$ cat src/rtl/mfp_seg_pkg.sv
// Shared seven-segment definitions: hex glyphs (active-high {g..a}), the
// all-off pattern and the helper that applies pin polarity.
package mfp_seg_pkg;

    typedef logic [6:0] glyph_t;
    typedef logic [7:0] seg_t;    // {dp, g, f, e, d, c, b, a}

    localparam glyph_t SEG_0 = 7'h3F;
    localparam glyph_t SEG_1 = 7'h06;
    localparam glyph_t SEG_2 = 7'h5B;
    localparam glyph_t SEG_3 = 7'h4F;
    localparam glyph_t SEG_4 = 7'h66;
    localparam glyph_t SEG_5 = 7'h6D;
    localparam glyph_t SEG_6 = 7'h7D;
    localparam glyph_t SEG_7 = 7'h07;
    localparam glyph_t SEG_8 = 7'h7F;
    localparam glyph_t SEG_9 = 7'h6F;
    localparam glyph_t SEG_A = 7'h77;
    localparam glyph_t SEG_B = 7'h7C;   // lowercase b
    localparam glyph_t SEG_C = 7'h39;
    localparam glyph_t SEG_D = 7'h5E;   // lowercase d
    localparam glyph_t SEG_E = 7'h79;
    localparam glyph_t SEG_F = 7'h71;

    localparam seg_t SEG_OFF = 8'h00;

    // Convert an active-high segment pattern to the polarity of the pins.
    function automatic seg_t seg_polarity(input seg_t seg, input bit active_low);
        return active_low ? ~seg : seg;
    endfunction

endpackage

$ cat src/rtl/mfp_seven_segment_decoder.sv
// Combinational nibble-to-glyph decoder, active-high {g..a}.
module mfp_seven_segment_decoder
    import mfp_seg_pkg::*;
(
    input  logic [3:0] hex,
    output glyph_t     seg
);

    // Standard hex glyph lookup.
    always_comb begin
        seg = '0;
        case (hex)
            4'h0: seg = SEG_0;
            4'h1: seg = SEG_1;
            4'h2: seg = SEG_2;
            4'h3: seg = SEG_3;
            4'h4: seg = SEG_4;
            4'h5: seg = SEG_5;
            4'h6: seg = SEG_6;
            4'h7: seg = SEG_7;
            4'h8: seg = SEG_8;
            4'h9: seg = SEG_9;
            4'hA: seg = SEG_A;
            4'hB: seg = SEG_B;
            4'hC: seg = SEG_C;
            4'hD: seg = SEG_D;
            4'hE: seg = SEG_E;
            4'hF: seg = SEG_F;
            default: seg = '0;
        endcase
    end

endmodule

$ cat src/rtl/mfp_multi_digit_seven_segment_scanner.sv
// Multi-digit seven-segment driver with static or scanned output, frame-
// synchronous shadow registers, leading-zero blanking and PWM dimming.
module mfp_multi_digit_seven_segment_scanner
    import mfp_seg_pkg::*;
#(
    parameter int N_DIGITS       = 6,
    parameter int SCAN_DIV       = 50000,
    parameter int GUARD          = 2,
    parameter int PWM_BITS       = 4,
    parameter bit SEG_ACTIVE_LOW = 1'b1,
    parameter bit DIG_ACTIVE_LOW = 1'b1
) (
    input  logic                    clk,
    input  logic                    rst_n,
    input  logic [4*N_DIGITS-1:0]   hex_in,
    input  logic [N_DIGITS-1:0]     dp_in,
    input  logic                    lz_blank,
    input  logic                    scan_mode,
    input  logic [PWM_BITS-1:0]     brightness,
    output logic [8*N_DIGITS-1:0]   seg_static,
    output logic [7:0]              seg_scan,
    output logic [N_DIGITS-1:0]     dig_en,
    output logic                    frame_tick
);

    localparam int CNT_W = (SCAN_DIV > 1) ? $clog2(SCAN_DIV) : 1;
    localparam int IDX_W = (N_DIGITS > 1) ? $clog2(N_DIGITS) : 1;

    localparam logic [CNT_W-1:0]    SLOT_LAST = CNT_W'(SCAN_DIV - 1);
    localparam logic [CNT_W-1:0]    GUARD_END = CNT_W'(GUARD);
    localparam logic [IDX_W-1:0]    IDX_LAST  = IDX_W'(N_DIGITS - 1);
    localparam seg_t                SEG_IDLE  = seg_polarity(SEG_OFF, SEG_ACTIVE_LOW);
    localparam logic [N_DIGITS-1:0] DIG_IDLE  = DIG_ACTIVE_LOW ? {N_DIGITS{1'b1}} : {N_DIGITS{1'b0}};

    logic [CNT_W-1:0]      slot_cnt;
    logic [IDX_W-1:0]      dig_idx;
    logic [PWM_BITS-1:0]   pwm_cnt;
    logic                  slot_tick;
    logic                  commit;
    logic                  pwm_on;

    logic [4*N_DIGITS-1:0] shadow_hex;
    logic [N_DIGITS-1:0]   shadow_dp;
    logic                  shadow_lz;
    logic                  shadow_mode;
    logic [PWM_BITS-1:0]   shadow_bright;
    logic [N_DIGITS-1:0]   shadow_blank;
    logic [N_DIGITS-1:0]   blank_next;
    logic                  still_leading;

    glyph_t                glyph [N_DIGITS];
    glyph_t                scan_glyph;
    logic [3:0]            scan_hex;
    logic                  scan_dp;
    logic                  scan_blank;
    logic [N_DIGITS-1:0]   dig_onehot;
    logic [N_DIGITS-1:0]   dig_raw;

    logic [8*N_DIGITS-1:0] seg_static_next;
    seg_t                  seg_scan_next;
    logic [N_DIGITS-1:0]   dig_en_next;

    assign slot_tick = (slot_cnt == SLOT_LAST);
    assign commit    = slot_tick && (dig_idx == IDX_LAST);
    assign pwm_on    = (pwm_cnt < shadow_bright) || (&shadow_bright);

    // Slot timer, digit index and free-running PWM counter.
    always_ff @(posedge clk or negedge rst_n) begin
        if (!rst_n) begin
            slot_cnt <= '0;
            dig_idx  <= '0;
            pwm_cnt  <= '0;
        end else begin
            pwm_cnt  <= pwm_cnt + 1'b1;
            slot_cnt <= slot_tick ? '0 : slot_cnt + 1'b1;
            if (slot_tick) begin
                dig_idx <= (dig_idx == IDX_LAST) ? '0 : dig_idx + 1'b1;
            end
        end
    end

    // Leading-zero mask from the incoming digits; digit 0 always stays visible.
    always_comb begin
        blank_next    = '0;
        still_leading = 1'b1;
        for (int k = N_DIGITS - 1; k >= 1; k--) begin
            still_leading = still_leading && (hex_in[4*k +: 4] == 4'h0);
            blank_next[k] = lz_blank && still_leading;
        end
    end

    // Shadow registers commit only on the frame boundary so a number never tears.
    always_ff @(posedge clk or negedge rst_n) begin
        if (!rst_n) begin
            shadow_hex    <= '0;
            shadow_dp     <= '0;
            shadow_lz     <= 1'b0;
            shadow_mode   <= 1'b0;
            shadow_bright <= '0;
            shadow_blank  <= '0;
            frame_tick    <= 1'b0;
        end else begin
            frame_tick <= commit;
            if (commit) begin
                shadow_hex    <= hex_in;
                shadow_dp     <= dp_in;
                shadow_lz     <= lz_blank;
                shadow_mode   <= scan_mode;
                shadow_bright <= brightness;
                shadow_blank  <= blank_next;
            end
        end
    end

    for (genvar k = 0; k < N_DIGITS; k++) begin : g_dec
        mfp_seven_segment_decoder u_dec (
            .hex (shadow_hex[4*k +: 4]),
            .seg (glyph[k])
        );
    end

    mfp_seven_segment_decoder u_scan_dec (
        .hex (scan_hex),
        .seg (scan_glyph)
    );

    // Select the digit currently owning the shared scan bus.
    always_comb begin
        scan_hex   = '0;
        scan_dp    = 1'b0;
        scan_blank = 1'b0;
        dig_onehot = '0;
        for (int k = 0; k < N_DIGITS; k++) begin
            if (dig_idx == IDX_W'(k)) begin
                scan_hex      = shadow_hex[4*k +: 4];
                scan_dp       = shadow_dp[k];
                scan_blank    = shadow_blank[k];
                dig_onehot[k] = 1'b1;
            end
        end
    end

    // Next pin values; the unused output path of the current mode is held off.
    always_comb begin
        seg_static_next = '0;
        for (int k = 0; k < N_DIGITS; k++) begin
            seg_static_next[8*k +: 8] = seg_polarity(
                (!shadow_mode && pwm_on && !shadow_blank[k]) ? {shadow_dp[k], glyph[k]} : SEG_OFF,
                SEG_ACTIVE_LOW);
        end
        seg_scan_next = seg_polarity(
            (shadow_mode && !scan_blank) ? {scan_dp, scan_glyph} : SEG_OFF,
            SEG_ACTIVE_LOW);
        dig_raw     = (shadow_mode && (slot_cnt >= GUARD_END) && pwm_on) ? dig_onehot : '0;
        dig_en_next = DIG_ACTIVE_LOW ? ~dig_raw : dig_raw;
    end

    // Registered outputs; reset drives every pin to its inactive level.
    always_ff @(posedge clk or negedge rst_n) begin
        if (!rst_n) begin
            seg_static <= {N_DIGITS{SEG_IDLE}};
            seg_scan   <= SEG_IDLE;
            dig_en     <= DIG_IDLE;
        end else begin
            seg_static <= seg_static_next;
            seg_scan   <= seg_scan_next;
            dig_en     <= dig_en_next;
        end
    end

endmodule

$ cat config.mk
export PLATFORM = sky130hd
export DESIGN_NAME = mfp_multi_digit_seven_segment_scanner
export DESIGN_NICKNAME = d
export VERILOG_FILES = /design/src/rtl/mfp_seg_pkg.sv /design/src/rtl/mfp_seven_segment_decoder.sv /design/src/rtl/mfp_multi_digit_seven_segment_scanner.sv
export SDC_FILE = /design/constraint.sdc
export NUM_CORES = 1
export LEC_CHECK = 0
export BUFFER_PORTS_ARGS = -buffer_cell sky130_fd_sc_hd__buf_4
export CORE_MARGIN = 2
export CORE_UTILIZATION = 43
export DETAILED_ROUTE_END_ITERATION = 7
export PLACE_DENSITY = 0.71
export SETUP_SLACK_MARGIN = 0.05
export SYNTH_ARGS = -nofsm -noshare
export SYNTH_HDL_FRONTEND = slang
export SYNTH_SLANG_ARGS = --single-unit
$ cat constraint.sdc
create_clock -name clk -period 3.8 [get_ports clk]
set_clock_uncertainty 0.1 [all_clocks]
set_input_delay 0.57 -clock clk [delete_from_list [all_inputs] [get_ports clk]]
set_output_delay 0.57 -clock clk [all_outputs]
set_load 0.05 [all_outputs]
==> flow_metrics.tcl, run 1 <==
set metrics [dict create \
    status "complete, no violations" \
    cts_sinks 126 \
    root_buffer "clkbuf_16" \
    p_int_mw 2.45 \
    async_flop_share 1.00 \
    hold_violations 0 \
    drc 0 \
    drv_cap 0 \
    ir_drop_mv 0.341 \
    h-tree-depth 4 \
    pwr-share-clk 0.540 \
    synthSimpleGateAreaFrac 0.195 \
    synth_edf_count 0 \
    grt_pass1_wl_um 27100 \
    yosys.area.top_type_share 0.243 \
    final_layout_size_suffix_gt1_frac 0.297 \
    p_comb_frac 0.021 \
    initial_core_util 0.441 \
    period_needed_ps 2970 \
    port_buffers 100 \
    finalSetupViolCount 0 \
    switching_share 0.201 \
    row_count 45 \
    coreArea_um2 15200 \
    finalNetCount 835 \
    net-switching-power_mw 0.618 \
    seq_area_frac_synth 0.482 \
    cp.arrival_ps 3180 \
    crit_fanout 16 \
    placed_cells 923 \
    synth_xor_area_frac 0.0209 \
    p_leak_nw 3.68 \
    slew_headroom 0.468 \
    synth_top_family_by_area "simple AND/OR/NAND/NOR gates" \
    die_area_um2 16600 \
    vias 5321 \
    antenna_found_initial 0 \
    synth_cell_types 64 \
    critPathCaptureType "flip-flop" \
    synth.net_count 752 \
    synthMuxAreaShare 0.0487 \
    maxClockFrequency_mhz 337 \
    area_growth_pct 21.5 \
    syn-cell-area_um2 6710 \
    die_h_um 129 \
    ys_seq_elements 126 \
    drt-initial-drc-count 354 \
    drv_slew 0 \
    synth_ff_type "dfrtp_1" \
    pwr-share-seq 0.439 \
    wire_per_inst_um 17.2 \
    path_class "reg -> reg" \
    drt_wl_total_um 16400 \
    gr-usage-all-layers 0.211 \
    viasPerCell 5.57 \
    yosysTopAreaCell "dfstp_2" \
    ctsResizeCount 0 \
    hold_buffers 0 \
    firstDrtPassIters 5 \
    clock_latency_ps 420 \
    min_path_type "in -> async" \
    cts.path.max_buffers 2 \
    syn_area_per_cell_um2 9.99 \
    final.period_utilization 0.782 \
    io_pins 101 \
    synth_adder_area_share 0.0802 \
    overflow 0 \
    gp_congestion 0.925 \
    tritoncts "built" \
    clk_pin_slew_ps 50 \
    synth_compound_area_frac 0.123 \
    finalNonFillerCells 955 \
    hpwl_um 11700 \
    worst_slew_pin_slew_ps 797 \
    grt_pass1_vias 5403 \
    synth_area_leaders "dfstp_2 (24%), dfrtp_1 (24%), ha_1 (8.0%), nand2_1 (6.9%), mux2i_1 (2.7%)" \
    ant_nets 0 \
    fin_setup_tns_ps 0 \
    rsz0062_at_grt "false" \
    yosys_warnings 0 \
    die_x_um 129 \
    cts_made_buffers 17 \
    grt_max_degree 51 \
    start_kind "flip-flop" \
    syn_inst 671 \
    power_density_nw_per_um2 376 \
    insertedDiodeCount 0 \
    post_cts_buffers 0 \
    cp.required_ps 4010 \
]
metrics by stage:
stage	util	hold slack, ps	setup WS [ps]	cell area (um^2)	power, mW
final	0.536	69.2	830	8150	3.07
after CTS	0.536	73.6	864	8150	3.10
after detailed placement	0.496	365	899	7540	1.43
after global placement	0.496	358	956	7540	1.43
after global routing	0.536	100	531	8150	3.17
after floorplan	-	174	1050	6710	1.37
metal layers:
metal / track usage / vias up / wire length (um)
li1: - / 2496 / -
met1: 0.267 / 2591 / 7060
met2: 0.339 / 188 / 7880
met3: 0.0532 / 46 / 913
met4: 0.102 / 0 / 546
met5: 0 / - / 0
flip-flops by register name (all words and copies together), names as in the netlist:
| name | flops |
|---|---|
| pwm_cnt | 4 |
| dig_en | 6 |
| seg_scan | 8 |
| shadow_dp | 6 |
| seg_static | 48 |
| shadow_hex | 24 |
| shadow_mode | 1 |
| slot_cnt | 16 |
| dig_idx | 3 |
| frame_tick | 1 |
| shadow_blank | 5 |
| shadow_bright | 4 |
cell usage in the layout (no fill, tap or decap), types with 10 or more instances in the layout:
master / instances
nand2_1: 124
buf_4: 106
dfrtp_1: 64
dfstp_2: 62
ha_1: 43
inv_1: 35
nor2_1: 33
o21ai_0: 32
or3_1: 20
nand3_1: 19
mux2i_1: 18
o21ai_1: 18
clkbuf_16: 17
nor2b_1: 13
nor3_1: 12
a221oi_1: 10
kinds of logic (layout without fill, tap and decap cells):
| logic type | Yosys count | in the layout |
|---|---|---|
| AO/OA/AOI/OAI | 114 | 114 |
| XOR/XNOR | 16 | 16 |
| adder cells (fa/ha/maj) | 43 | 43 |
| buffers and inverters | 77 | 173 |
| flip-flops | 126 | 126 |
| multiplexers | 26 | 26 |
| AND/OR/NAND/NOR | 269 | 269 |
critical path: stages (launching register included):
cell and delay [ps]:
dfrtp_1 700, and2_1 210, ha_1 370, nor2_1 160
a41oi_1 430, inv_1 200, ha_1 290, nor4_1 280
o31ai_1 120
synthesized netlist by cell type, drive strengths merged (12+ instances only):
cell type  count
nand3         19
o21ai         50
clkbuf        25
buf           17
or3           21
nor2b         14
inv           35
dfrtp         64
mux2i         18
nor2          35
nand2        124
dfstp         62
ha            43
nor3          12
power by group through the flow:
stage               Combinational [mW]  Sequential [mW]  Clock (mW)
floorplan                      0.00168             1.37           0
global placement                0.0648             1.37           0
detailed placement              0.0668             1.37           0
CTS                             0.0670             1.35        1.69
global route                    0.0729             1.35        1.75
finish                          0.0644             1.35        1.66
worst paths after layout:
path / depth (start not counted) / to / from / slack, ps
hold reg to reg: 1 / pwm_cnt[0] / pwm_cnt[0] / 380
setup / recovery: 8 / seg_scan[0] / dig_idx[0] / 830
max in group asynchronous: 2 / seg_static[2] / rst_n / 2580
hold / removal: 1 / shadow_hex[23] / rst_n / 70
setup reg to reg: 8 / seg_scan[0] / dig_idx[0] / 830
min in group clk: 3 / shadow_hex[7] / hex_in[7] / 250
area by class of cell:
type	count	area, um^2
fill	1349	7050
clock inverter	11	139
clock buffer	21	470
sequential	126	3230
timing repair buffer	106	796
inverter	35	131
multi-input combinational	468	3150
tap	188	235
No activity file was read; power rests on OpenSTA's default activity.
==> inputs of run 2 (changes only) <==
--- a/config.mk
+++ b/config.mk
@@ -9,7 +9,7 @@
 export CORE_MARGIN = 2
 export CORE_UTILIZATION = 43
 export DETAILED_ROUTE_END_ITERATION = 7
-export PLACE_DENSITY = 0.71
+export PLACE_DENSITY = 0.73
 export SETUP_SLACK_MARGIN = 0.05
 export SYNTH_ARGS = -nofsm -noshare
 export SYNTH_HDL_FRONTEND = slang
==> constraint.sdc (replaced) <==
create_clock -name clk -period 2.72 [get_ports clk]
set_clock_uncertainty 0.1 [all_clocks]
set_input_delay 0.408 -clock clk [delete_from_list [all_inputs] [get_ports clk]]
set_output_delay 0.408 -clock clk [all_outputs]
set_load 0.05 [all_outputs]
==> run 2 against run 1 <==
Effect of this change: clock power is 45% higher; setup slack lost 520 ps; critical path depth down 2; design area is 1.7% higher; die area unchanged; critical path type unchanged.
==> flow_metrics.tcl, run 2 (synthesized netlist as in run 1, its figures left out) <==
set metrics [dict create \
    final_cell_mix "nand2_1 (124), buf_4 (112), dfrtp_1 (64)" \
    row_count 45 \
    port_buffers 100 \
    finalNonFillerCells 964 \
    critPathLaunch "pwm_cnt[1]" \
    clock_latency_ps 420 \
    clk_pin_slew_ps 60 \
    antenna_found_initial 0 \
    area_growth_pct 23.6 \
    p_leak_nw 3.74 \
    hpwl_um 11200 \
    drv_cap 0 \
    cts_made_buffers 17 \
    cp_slowest_cell "a21o_1" \
    gr-usage-all-layers 0.200 \
    finalNetCount 844 \
    vias 5220 \
    post_cts_buffers 0 \
    start_kind "flip-flop" \
    fin_ws_ps 315 \
    crit_path_cell_trace "ha_1, a21o_1, a21o_1, a21o_1, a21o_1, or3_1" \
    holdPathStages 3 \
    final_layout_size_suffix_gt1_frac 0.309 \
    path_class "reg -> reg" \
    drt_wl_total_um 15900 \
    hold_violations 0 \
    worst_slew_pin_slew_ps 820 \
    path_common_cell "a21o_1" \
    cts.path.max_buffers 2 \
    power_mw 4.37 \
    r2r_start "pwm_cnt[1]" \
    crit_fanout 22 \
    rrSetupSlack_ps 310 \
    worstRegToRegCells 6 \
    grt_pass1_vias 5021 \
    postPlaceCellArea_um2 7640 \
    rsz0062_at_grt "false" \
    coreArea_um2 15200 \
    fin_setup_tns_ps 0 \
    viasPerCell 5.41 \
    hold_ws_ps 79.9 \
    grt_pass1_wl_um 25700 \
    firstDrtPassIters 4 \
    post-route-util 0.545 \
    largest_register "seg_static" \
    layout_commonest_cell "nand2_1" \
    io_pins 101 \
    cts_sinks 126 \
    gp_congestion 0.890 \
    grt_max_degree 56 \
    tritoncts "built" \
    ant_nets 0 \
    wire_per_inst_um 16.5 \
    largest_reg_flops 48 \
    period_needed_ps 2410 \
    ir_drop_mv 0.444 \
    worst_hold_path.endpoint "shadow_dp[0]" \
    drv_slew 0 \
    die_h_um 129 \
    drc 0 \
    fillers 1338 \
    power_density_nw_per_um2 527 \
    insertedDiodeCount 0 \
    overflow 0 \
    status "complete, no violations" \
    r2r_end "seg_static[35]" \
    placed_cells 931 \
    root_buffer "clkbuf_16" \
    maxClockFrequency_mhz 416 \
    die_x_um 129 \
    die_area_um2 16600 \
    largest_registers "seg_static: 48 flops, shadow_hex: 24 flops, slot_cnt: 16 flops" \
    slew_headroom 0.453 \
    initial_core_util 0.441 \
    finalSetupViolCount 0 \
    final.period_utilization 0.884 \
    drt-initial-drc-count 360 \
    min_path_type "in -> reg" \
    critPathCaptureType "flip-flop" \
    cp.arrival_ps 2640 \
    final_cell_area_um2 8290 \
    h-tree-depth 4 \
    pre_cts_ws_ps 264 \
    slowest_delay_ps 490 \
    min_from "dp_in[0]" \
    cp.required_ps 2960 \
]
## run 2: how the worst max path moves through the flow
stage | end | slack [ps] | cells past startpoint
3_5_place_dp | seg_scan[0] | 260 | 8
6_report | seg_static[35] | 310 | 6
3_3_place_gp | seg_scan[3] | 400 | 9
5_1_grt | seg_scan[0] | 110 | 9
2_1_floorplan | seg_scan[0] | 90 | 11
4_1_cts | seg_scan[0] | 240 | 8
## run 2: where the power goes
part	internal (mW)	leakage, nW	total (mW)	switching, mW
sequential	1.88	1.33	1.88	0.000000605
combinational	0.0399	2.10	0.0908	0.0509
clock	1.58	0.303	2.40	0.818
## run 2: repair_timing
action                     4_1_cts  5_1_grt
setup endpoints to repair        0        2
resized for setup                0        1
hold endpoints to repair         6        0
hold buffers                     1        0
## run 2: layout make-up
| class | instances | area [um^2] | area share |
|---|---|---|---|
| well taps | 188 | 235 | 0.0284 |
| clock buffers | 23 | 508 | 0.0613 |
| repair buffers | 115 | 891 | 0.107 |
| inverters | 35 | 131 | 0.0159 |
| flip-flops and latches | 126 | 3230 | 0.390 |
| multi-input cells | 468 | 3160 | 0.381 |
| clock inverters | 9 | 130 | 0.0157 |
## run 2: layer usage
layer,track usage,up-vias,share of wire
met2,0.314,129,0.47
met3,0.0449,27,0.047
met4,0.0786,0,0.022
met5,0,-,0
li1,-,2523,-
met1,0.270,2541,0.46
## run 2: critical path: cells and delay by family (launching register included)
family                     cells  cell delay, ps
AOI/OAI and AO/OA              4            1040
and+or+nand+nor                1             480
DFF                            1             390
adders and majority gates      1             300
